## config.mk

```make
export PLATFORM = sky130hd
export DESIGN_NAME = axi_lite_rd_arbiter
export DESIGN_NICKNAME = d
export VERILOG_FILES = /design/src/rtl/axi_lite_rd_arbiter.sv
export SDC_FILE = /design/constraint.sdc
export NUM_CORES = 1
export LEC_CHECK = 0
export ABC_CLOCK_PERIOD_IN_PS = 1600
export BUFFER_PORTS_ARGS = -buffer_cell sky130_fd_sc_hd__clkbuf_2
export CAP_MARGIN = 20
export CORE_ASPECT_RATIO = 0.9
export CORE_MARGIN = 1
export CORE_UTILIZATION = 34
export CTS_CLUSTER_DIAMETER = 120
export CTS_CLUSTER_SIZE = 14
export DETAILED_ROUTE_END_ITERATION = 7
export PLACE_DENSITY = 0.84
export SLEW_MARGIN = 5
export SYNTH_ARGS = -nofsm -noshare
export SYNTH_HDL_FRONTEND = slang
export SYNTH_SLANG_ARGS = --single-unit
export TNS_END_PERCENT = 20
```

## constraint.sdc

```tcl
create_clock -name i_clk -period 1.6 [get_ports i_clk]
set_input_delay 0.08 -clock i_clk [delete_from_list [all_inputs] [get_ports i_clk]]
set_output_delay 0.08 -clock i_clk [all_outputs]
set_load 0.02 [all_outputs]
```

## src/rtl/axi_lite_rd_arbiter.sv

```systemverilog
// axi_lite_rd_arbiter: shares the AR/R channels of one AXI-lite slave among
// N_MST read masters with a single outstanding transaction.
// Build option: define ARB_FIXED_PRIO_EN for fixed (lowest-index) priority;
// the default build uses round-robin arbitration.

`ifndef CPU_WIDTH
`define CPU_WIDTH 32
`endif

module axi_lite_rd_arbiter #(
   parameter int unsigned N_MST = 2,
   parameter int unsigned AW    = `CPU_WIDTH,
   parameter int unsigned DW    = `CPU_WIDTH
) (
   input  logic                i_clk,
   input  logic                i_rst_n,
   input  logic [N_MST*AW-1:0] m_araddr,
   input  logic [N_MST-1:0]    m_arvalid,
   output logic [N_MST-1:0]    m_arready,
   output logic [DW-1:0]       m_rdata,
   output logic [1:0]          m_rresp,
   output logic [N_MST-1:0]    m_rvalid,
   input  logic [N_MST-1:0]    m_rready,
   output logic [AW-1:0]       s_araddr,
   output logic                s_arvalid,
   input  logic                s_arready,
   input  logic [DW-1:0]       s_rdata,
   input  logic [1:0]          s_rresp,
   input  logic                s_rvalid,
   output logic                s_rready,
   output logic [N_MST-1:0]    o_grant
);

   localparam int unsigned GW = (N_MST > 1) ? $clog2(N_MST) : 1;

   localparam logic [1:0] IDLE = 2'd0;
   localparam logic [1:0] ADDR = 2'd1;
   localparam logic [1:0] RESP = 2'd2;

   logic [1:0]    state_q;
   logic [1:0]    state_d;
   logic [AW-1:0] addr_q;
   logic [GW-1:0] gnt_q;
   logic [GW-1:0] win;
   logic [AW-1:0] win_addr;
   logic          take;

   // A grant is taken only in IDLE, with a request present and reset released
   assign take = (state_q == IDLE) && (|m_arvalid) && i_rst_n;

`ifdef ARB_FIXED_PRIO_EN
   // Fixed priority: lowest requesting index wins
   always_comb begin
      win = '0;
      for (int i = int'(N_MST) - 1; i >= 0; i--) begin
         if (m_arvalid[i]) win = GW'(i);
      end
   end
`else
   logic [GW-1:0] last_gnt;
   logic [GW-1:0] cand;
   logic          found;

   // Round-robin: search from last_gnt+1 and wrap, first requester wins
   always_comb begin
      win   = '0;
      cand  = '0;
      found = 1'b0;
      for (int i = 1; i <= int'(N_MST); i++) begin
         cand = GW'((int'(last_gnt) + i) % int'(N_MST));
         if (!found && m_arvalid[cand]) begin
            win   = cand;
            found = 1'b1;
         end
      end
   end

   // Remember the last winner; reset value gives master 0 first priority
   always_ff @(posedge i_clk) begin
      if (!i_rst_n)  last_gnt <= GW'(N_MST - 1);
      else if (take) last_gnt <= win;
   end
`endif

   // Select the winning master's address slice
   always_comb begin
      win_addr = '0;
      for (int k = 0; k < int'(N_MST); k++) begin
         if (win == GW'(k)) win_addr = m_araddr[k*AW +: AW];
      end
   end

   // Latch address and owner of the transaction at grant time
   always_ff @(posedge i_clk) begin
      if (!i_rst_n) begin
         addr_q <= '0;
         gnt_q  <= '0;
      end else if (take) begin
         addr_q <= win_addr;
         gnt_q  <= win;
      end
   end

   // State register
   always_ff @(posedge i_clk) begin
      if (!i_rst_n) state_q <= IDLE;
      else          state_q <= state_d;
   end

   // Next state and channel routing; response path is pass-through in RESP
   always_comb begin
      state_d   = state_q;
      m_arready = '0;
      s_arvalid = 1'b0;
      s_araddr  = '0;
      s_rready  = 1'b0;
      m_rvalid  = '0;
      m_rdata   = '0;
      m_rresp   = '0;
      o_grant   = '0;
      case (state_q)
         IDLE: begin
            if (take) begin
               m_arready[win] = 1'b1;
               state_d        = ADDR;
            end
         end
         ADDR: begin
            s_arvalid      = 1'b1;
            s_araddr       = addr_q;
            o_grant[gnt_q] = 1'b1;
            if (s_arready) state_d = RESP;
         end
         RESP: begin
            o_grant[gnt_q]  = 1'b1;
            s_rready        = m_rready[gnt_q];
            m_rvalid[gnt_q] = s_rvalid;
            m_rdata         = s_rdata;
            m_rresp         = s_rresp;
            if (s_rvalid && m_rready[gnt_q]) state_d = IDLE;
         end
         default: state_d = IDLE;
      endcase
   end

endmodule
```

Word-level counts from Yosys, hierarchy flattened --
Cells that the tools add are included.
Word-level totals: register bits after elaboration 36, output and inout port bits 74, logic and storage cells 56
Operators by class: add/subtract/negate cells 2, $lt $le $gt $ge 6, eq/ne operators 5, mux-type cells 27, bitwise logic cells 1, reduce and logical (&&, ||, !) cells 11
Operator list (count):
- $mux W32 | 3
- $mux W2 | 8
- $mux W1 | 13
- $lt A1 B2 Y1 const B | 4
- $logic_and A1 B1 Y1 | 6
- $ne A2 B2 Y1 const B | 3
- $pmux W2 S3 | 1
- $reduce_or A2 Y1 | 2
- $reduce_and A3 Y1 | 1
- $add A1 B1 Y1 const B | 2
- $and A2 B2 Y2 | 1
- $demux W1 S1 | 2
- $eq A2 B1 Y1 const B | 1
- $eq A2 B2 Y1 const B | 1
- $ge A1 B1 Y1 const B | 2
- $logic_not A2 Y1 | 1
- $logic_not A1 Y1 | 1

Depth between registers and ports, before layout --
Gate-level depths: netlist of run 1.
depth in word-level cells 13, gate-level depth with buffers 7, mapped depth without buffers 6

Worst setup path after synthesis of run 1 --
OpenSTA, ideal clock, no wires.
path type register to register, from register state_q[0], to register addr_q[0], library setup time 0.125 ns, data arrival time 1.370 ns, data required time 1.475 ns, path slack 0.105 ns, cell stages (with the launch flop) 8, buffers on the path 2, period minus slack after synthesis 1.495 ns, path through dfxtp_1 -> inv_1 -> ha_1 -> o211ai_2 -> buf_6 -> buf_6 -> a222oi_1 -> nor2b_1
On the way: longest elaborated chain between the ends 3
RTL lines:
- start: declaration | line 40 | logic [1:0] state_q;
- start signal: assignment | line 107 | else state_q <= state_d;
- $logic_not A2 Y1 | line 49 | assign take = (state_q == IDLE) && (|m_arvalid) && i_rst_n;
- $logic_and A1 B1 Y1 (2 in series) | line 49
- end signal: assignment | line 99 | addr_q <= win_addr;
- end: declaration | line 42 | logic [AW-1:0] addr_q;
Every way passes these cells. A chain may end at the register's enable or synchronous reset.

Final worst setup path of run 1 --
from register state_q[0], to output port m_rdata[4]
On the way: longest elaborated chain between the ends 2
RTL lines:
- $eq A2 B2 Y1 | line 121 | case (state_q)
- $mux W32 | line 121
- end: declaration | line 20 | output logic [DW-1:0] m_rdata,
Every way passes these cells.

==> results by group, run 1 <==
Global routing
  • GR Util All Layers: 19.27%
  • Global-route wire length before repair: approximately 9700 µm
  • Initial antenna violation count: 0
  • Pin count of the biggest net entering global routing: 37
  • Overflow left after global routing: 0
  • Number of global-route vias before repair: 2,030

STA
  • Peak clock frequency supported by timing: roughly 650 MHz
  • Endpoints failing setup: 0
  • Final worst-path cycle share: 96.61%
  • Number of max-slew violations in the final report: 0
  • Hold slack: between 0.06 and 0.07 ns
  • Transition time at the pin with the least slew margin: around 0.62 ns
  • Final period demand of the worst path: 1.546 ns
  • Slew headroom: 58.12%
  • Post-Route Skew: approximately 0.012 ns
  • Setup repair after global routing missed its margin: no
  • Number of failing hold endpoints at the final stage: 0

Detailed routing
  • Post-route DRC: 22
  • Average wire length per cell after detail routing: 14.24 µm
  • Vias/cell: 4.932
  • Pre-antenna DRT Iters: 8
  • Number of antenna-violating nets in the routed design: 0
  • Via count of the routed design: 2,313
  • Wire length reported by the detailed router: 6680 µm
  • Initial drt markers: 205

Layout
  • Number of nets in the layout: just over 500
  • Synthesis-to-finish area growth: 53.53%
  • Antenna cells: 0
  • Commonest cells after routing, fill and taps aside: 175 x sky130_fd_sc_hd__clkbuf_2, 67 x sky130_fd_sc_hd__and2_1, 34 x sky130_fd_sc_hd__dfxtp_1
  • Most frequent standard cell in the layout excluding fill and tap cells: sky130_fd_sc_hd__clkbuf_2
  • Layout cells sized above 1: a little over half

Placed design
  • HPWL reported at the end of detailed placement: 5089 µm
  • IO Port Bufs: 179
  • Routability congestion estimate from global placement: 0.7889

Power
  • Power Density: between 1000 and 1500 mW/mm²
  • Sum of internal, switching and leakage power: 3.398 mW
  • Static leakage: approximately 1.6 nW
  • Worst vdd rail ir drop: around 0.46 mV

Yosys
  • Largest cells by area after synthesis: sky130_fd_sc_hd__dfxtp_1 35%, sky130_fd_sc_hd__and2_1 21%, sky130_fd_sc_hd__a222oi_1 16%
  • Average instance area after synthesis: 9.308 µm²
  • Total of flip-flops plus latches after synthesis: 36
  • Synth area leader: sky130_fd_sc_hd__dfxtp_1
  • Number of instances in the synthesized netlist: 221
  • Netlist Area Pre-Place: ~0.0021 mm²
  • Post-synth net total: 331
  • Sequential area share after synthesis: 35.04%
  • Proportion of netlist area held by the largest area contributor: 35.04%
  • Yosys warning count: 0
  • Number of distinct library cells after synthesis: 24

Worst hold path
  • Type of the tightest min-delay check: input port to flop
  • Hold depth: 3

Floorplanning
  • DIE WIDTH: 83.99 µm
  • Number of placement rows: 26
  • Core footprint: 0.005758 mm²
  • Die H: around 76 µm
  • Number of primary I/O pins: 180
  • Die footprint: 0.006366 mm²
  • Starting Density: approximately 36%

Critical path
  • Startpoint-to-endpoint class of the critical path: flop to primary output
  • Crit end category: primary output
  • Worst EP arrival: roughly 1.5 ns
  • Depth of the worst register-to-register path: 7
  • Data required time of the worst path: 1.52 ns
  • Kind of launch point of the worst setup path: flop
  • Max Fanout on Critical Path: 36

Clock tree
  • Num Clock Sinks: 36
  • Maximum clock path buffer count: 2
  • Hold_buf cts: 0
  • CTS tree: done
  • Clock-pin slew on the worst setup and hold paths: ~0.080 ns
  • Clock latency at the later pin of the worst-skew pair: 0.29 ns
  • H-tree lvl count: 2
  • Number of CTS-inserted buffers: 5
  • Clock Tree Root: sky130_fd_sc_hd__clkbuf_8

Flow run
  • Number of max-cap violations: 0

Run status
  • Run status: finished with violations
  • Failing checks: design-rule violations
## worst max-delay path, stage by stage (launching register included)
cell,delay [ns]
sky130_fd_sc_hd__dfxtp_2,0.33
sky130_fd_sc_hd__inv_2,0.09
sky130_fd_sc_hd__ha_2,0.23
sky130_fd_sc_hd__buf_12,0.17
sky130_fd_sc_hd__and2_1,0.18
sky130_fd_sc_hd__buf_2,0.18
## stage by stage
step                      util [%]  TNS [ns]  setup slack [ns]  area [µm²]  cells
final                        54.85         0           0.05426        3158    469
after global routing         54.85         0          0.001172        3158    469
after CTS                    54.52         0           0.01063        3139    470
after detailed placement     52.46  -0.01057         -0.005689        3020    461
after global placement       52.46         0           0.02358        3020    461
after floorplan                  -         0            0.1049        2057    221
## path summary, 6_finish.rpt
check,start,to,slack (ns)
worst max-delay path,state_q[0]$_SDFFE_PN0P_,m_rdata[4],0.05
worst min-delay path,m_araddr[35],addr_q[3]$_SDFFE_PN0P_,0.07
worst max register to register,state_q[1]$_SDFFE_PN0P_,addr_q[27]$_SDFFE_PN0P_,0.13
worst min register to register,state_q[1]$_SDFFE_PN0P_,state_q[1]$_SDFFE_PN0P_,0.51
## kinds of logic after synthesis
kind of cell             Yosys count  share of synthesized area, %
AO/OA/AOI/OAI                     43                         20.44
adder cells (fa/ha/maj)            4                         2.433
buffers and inverters             25                         7.725
flip-flops                        36                         35.04
multiplexers                       2                        0.9733
AND/OR/NAND/NOR                  111                         33.39
## synthesized netlist by cell type
master	n
sky130_fd_sc_hd__and2_1	68
sky130_fd_sc_hd__o211ai_2	1
sky130_fd_sc_hd__buf_4	1
sky130_fd_sc_hd__clkbuf_1	10
sky130_fd_sc_hd__o22ai_1	1
sky130_fd_sc_hd__nor2b_1	33
sky130_fd_sc_hd__buf_2	1
sky130_fd_sc_hd__ha_1	4
sky130_fd_sc_hd__a21oi_1	1
sky130_fd_sc_hd__mux2i_1	2
sky130_fd_sc_hd__a211oi_1	1
sky130_fd_sc_hd__nand3_2	2
sky130_fd_sc_hd__nor2_1	3
sky130_fd_sc_hd__o31ai_1	1
sky130_fd_sc_hd__nand2_1	3
sky130_fd_sc_hd__and3_1	2
sky130_fd_sc_hd__o311a_1	1
sky130_fd_sc_hd__a222oi_1	32
sky130_fd_sc_hd__dfxtp_1	36
sky130_fd_sc_hd__buf_6	8
sky130_fd_sc_hd__a21oi_4	2
sky130_fd_sc_hd__o21ai_0	2
sky130_fd_sc_hd__inv_1	5
sky130_fd_sc_hd__a31o_1	1
## flip-flops by register name (all words and copies together) (netlist names)
name and cells:
addr_q 32, state_q 2, gnt_q 1, last_gnt 1
## metal layers
| metal | GRT usage (%) | routed length (µm) | vias up |
|---|---|---|---|
| met1 | 26.44 | 2963 | 1060 |
| met5 | 0 | 0 | - |
| met4 | 5.747 | 40 | 0 |
| met3 | 4.875 | 468 | 7 |
| met2 | 30.15 | 3207 | 98 |
| li1 | - | - | 1148 |
## power by group
part / switching, mW / internal [mW] / total (mW)
logic: 0.928 / 0.720 / 1.65
clock network: 0.324 / 0.311 / 0.635
registers: 0.0793 / 1.04 / 1.11
total: 1.33 / 2.07 / 3.40
## timing repair
action                                  CTS  global route
resized for setup                         8            16
cloned                                    0             0
setup buffers                             1             0
endpoints found under the setup margin   73            78
pin swaps                                 0             5
## final cells by class
type / count / area [µm²]
fill: 544 / 2600
inverter: 5 / 21.27
clock inverter: 1 / 8.758
tap: 70 / 87.58
sequential: 36 / 723.2
clock buffer: 7 / 76.32
timing repair buffer: 190 / 1036
multi-input combinational: 160 / 1205
Power figures use the tool's default switching activity.
==> inputs of run 2 (changes only) <==
Settings changed: CTS_BUF_LIST set to sky130_fd_sc_hd__clkbuf_16.
==> run 2 against run 1 <==
Compared with the run above: the run still ends with design-rule violations left; non-clock buffer count unchanged; final area rose by 1.5%; via count down 0.35%; fmax shrank 0.16%; power increased by 8.1%; sequential power is essentially flat; final cell count unchanged; first-iteration DRC count is 3.9% lower; critical path type unchanged.
==> results by group, run 2 (synthesis results as in run 1) <==
Run status
  • Run status: finished with violations
  • Failing checks: design-rule violations

Global routing
  • Initial antenna violation count: 0 (unchanged)
  • Overflow left after global routing: 0 (unchanged)
  • Global-route wire length before repair: 9673 µm (-0.22%)
  • Number of global-route vias before repair: 2,017 (-0.64%)
  • GR Util All Layers: 19.08% (-0.19 points)
  • Pin count of the biggest net entering global routing: 37 (unchanged)

Detailed routing
  • Post-route DRC: 22 (unchanged)
  • Wire length reported by the detailed router: 6648 µm (-0.48%)
  • Via count of the routed design: 2,305 (-0.35%)
  • Pre-antenna DRT Iters: 8 (unchanged)
  • Initial drt markers: 197 (-3.9%)
  • Number of antenna-violating nets in the routed design: 0 (unchanged)
  • Average wire length per cell after detail routing: 14.17 µm (-0.48%)
  • Vias/cell: 4.915 (-0.35%)

STA
  • Transition time at the pin with the least slew margin: 0.6429 ns (+0.02133 ns)
  • Number of failing hold endpoints at the final stage: 0 (unchanged)
  • Hold slack: 0.08472 ns (+0.01661 ns)
  • Accumulated negative setup slack: 0 ns (unchanged)
  • Setup repair after global routing missed its margin: no
  • Final period demand of the worst path: 1.548 ns (+0.002402 ns)
  • Post-route worst setup slack: 0.05185 ns (-0.002402 ns)
  • Number of max-slew violations in the final report: 0 (unchanged)
  • Peak clock frequency supported by timing: 645.9 MHz (-0.16%)
  • Slew headroom: 56.68% (-1.4 points)
  • Final worst-path cycle share: 96.76% (+0.15 points)
  • Post-Route Skew: 0.007074 ns (-0.005088 ns)
  • Endpoints failing setup: 0 (unchanged)

Placed design
  • Setup WS pre-CTS: -0.005689 ns (unchanged)
  • IO Port Bufs: 179 (unchanged)
  • HPWL reported at the end of detailed placement: 5089 µm (unchanged)
  • Routability congestion estimate from global placement: 0.7889 (unchanged)

Floorplanning
  • Number of primary I/O pins: 180 (unchanged)
  • Number of placement rows: 26 (unchanged)
  • Die H: 75.79 µm (unchanged)
  • Core footprint: 0.005758 mm² (unchanged)
  • Starting Density: 35.72% (unchanged)
  • Die footprint: 0.006366 mm² (unchanged)
  • DIE WIDTH: 83.99 µm (unchanged)

Clock tree
  • H-tree lvl count: 2 (unchanged)
  • CTS tree: done
  • Clock-pin slew on the worst setup and hold paths: 0.06 ns (-0.02 ns)
  • Hold_buf cts: 0 (unchanged)
  • Num Clock Sinks: 36 (unchanged)
  • Number of CTS-inserted buffers: 5 (unchanged)
  • Clock latency at the later pin of the worst-skew pair: 0.27 ns (-0.02 ns)
  • Clock Tree Root: sky130_fd_sc_hd__clkbuf_16
  • Maximum clock path buffer count: 2 (unchanged)

Layout
  • Number of flip-flops in the largest register: 32 (unchanged)
  • Synthesis-to-finish area growth: 55.90%
  • Commonest cells after routing, fill and taps aside: 177 x sky130_fd_sc_hd__clkbuf_2, 68 x sky130_fd_sc_hd__and2_1, 34 x sky130_fd_sc_hd__dfxtp_1
  • Post-layout utilization of the core: 55.69% (+0.85 points)
  • Number of nets in the layout: 508 (unchanged)
  • Largest register by flop count: addr_q
  • Most frequent standard cell in the layout excluding fill and tap cells: sky130_fd_sc_hd__clkbuf_2
  • Antenna cells: 0 (unchanged)
  • Top Registers: addr_q: 32 flops, state_q: 2 flops
  • Layout cells sized above 1: 51.88% (-0.50 points)

Critical path
  • Kind of launch point of the worst setup path: flop
  • Crit end category: primary output
  • Worst EP arrival: 1.47 ns (about the same)
  • Max Fanout on Critical Path: 36 (unchanged)
  • Data required time of the worst path: 1.52 ns (about the same)
  • Startpoint-to-endpoint class of the critical path: flop to primary output

Power
  • P_sw: 1.355 mW (+1.8%)
  • Static leakage: 1.644 nW (+2.1%)
  • Internal: 2.318 mW (+12%)
  • Fraction of power consumed by the clock network: 25.0% (+6.3 points)
  • Power Density: 1146 mW/mm² (+6.5%)
  • Flop pwr share: 30.4% (-2.4 points)
  • Sum of internal, switching and leakage power: 3.673 mW (+8.1%)
  • Combinational cell fraction of total power: 44.6% (-3.9 points)
  • Switching Share: 36.89% (-2.3 points)
  • Worst vdd rail ir drop: 0.5989 mV (+31%)

Flow run
  • Number of max-cap violations: 0 (unchanged)

Worst hold path
  • Type of the tightest min-delay check: input port to flop
run 2: worst max-delay path, stage by stage, from the launching register on:
cell                       delay (ns)
sky130_fd_sc_hd__dfxtp_2         0.33
sky130_fd_sc_hd__inv_2           0.08
sky130_fd_sc_hd__ha_2            0.23
sky130_fd_sc_hd__buf_12          0.17
sky130_fd_sc_hd__and2_1          0.19
sky130_fd_sc_hd__clkbuf_2        0.19
run 2: final cells by class:
class | instances | area, µm²
fillers | 534 | 2551
multi-input cells | 160 | 1200
repair buffers | 190 | 1031
flip-flops and latches | 36 | 725.7
clock buffers | 5 | 125.1
well taps | 70 | 87.58
inverters | 5 | 21.27
clock inverters | 3 | 16.27
run 2: stage by stage:
step                area (µm²)  instances
finish                    3207        469
CTS                       3183        470
floorplan                 2057        221
global route              3207        469
detailed placement        3020        461
global placement          3020        461
run 2: worst paths after layout:
check / start / endpoint / slack [ns] / cells after the start
worst max register to register: state_q[1]$_SDFFE_PN0P_ / addr_q[2]$_SDFFE_PN0P_ / 0.12 / 6
worst min register to register: addr_q[16]$_SDFFE_PN0P_ / addr_q[16]$_SDFFE_PN0P_ / 0.51 / 2
worst min-delay path: m_araddr[35] / addr_q[3]$_SDFFE_PN0P_ / 0.08 / 3
worst max-delay path: state_q[0]$_SDFFE_PN0P_ / m_rdata[4] / 0.05 / 5
run 2: per-layer routing:
metal	vias to the layer above	global-route usage (%)	share of wire, %	routed length (µm)
met2	84	30.78	49	3234
li1	1148	-	-	-
met5	-	0	0	0
met1	1069	25.85	44	2945
met3	4	4.875	6.6	437
met4	0	4.598	0.45	30
run 2: power groups by stage:
stage	Clock [mW]	Sequential [mW]	Combinational, mW
finish	0.917	1.12	1.64
CTS	0.945	1.10	1.59
global placement	0	1.12	1.52
global route	0.994	1.14	1.78
floorplan	0	1.11	1.03
detailed placement	0	1.12	1.56
run 2: timing repair:
item                                    in CTS  in global routing
gates cloned                                 0                  0
resized for setup                            4                 15
setup buffers                                1                  0
pin swaps                                   10                  3
endpoints found under the setup margin      40                 93
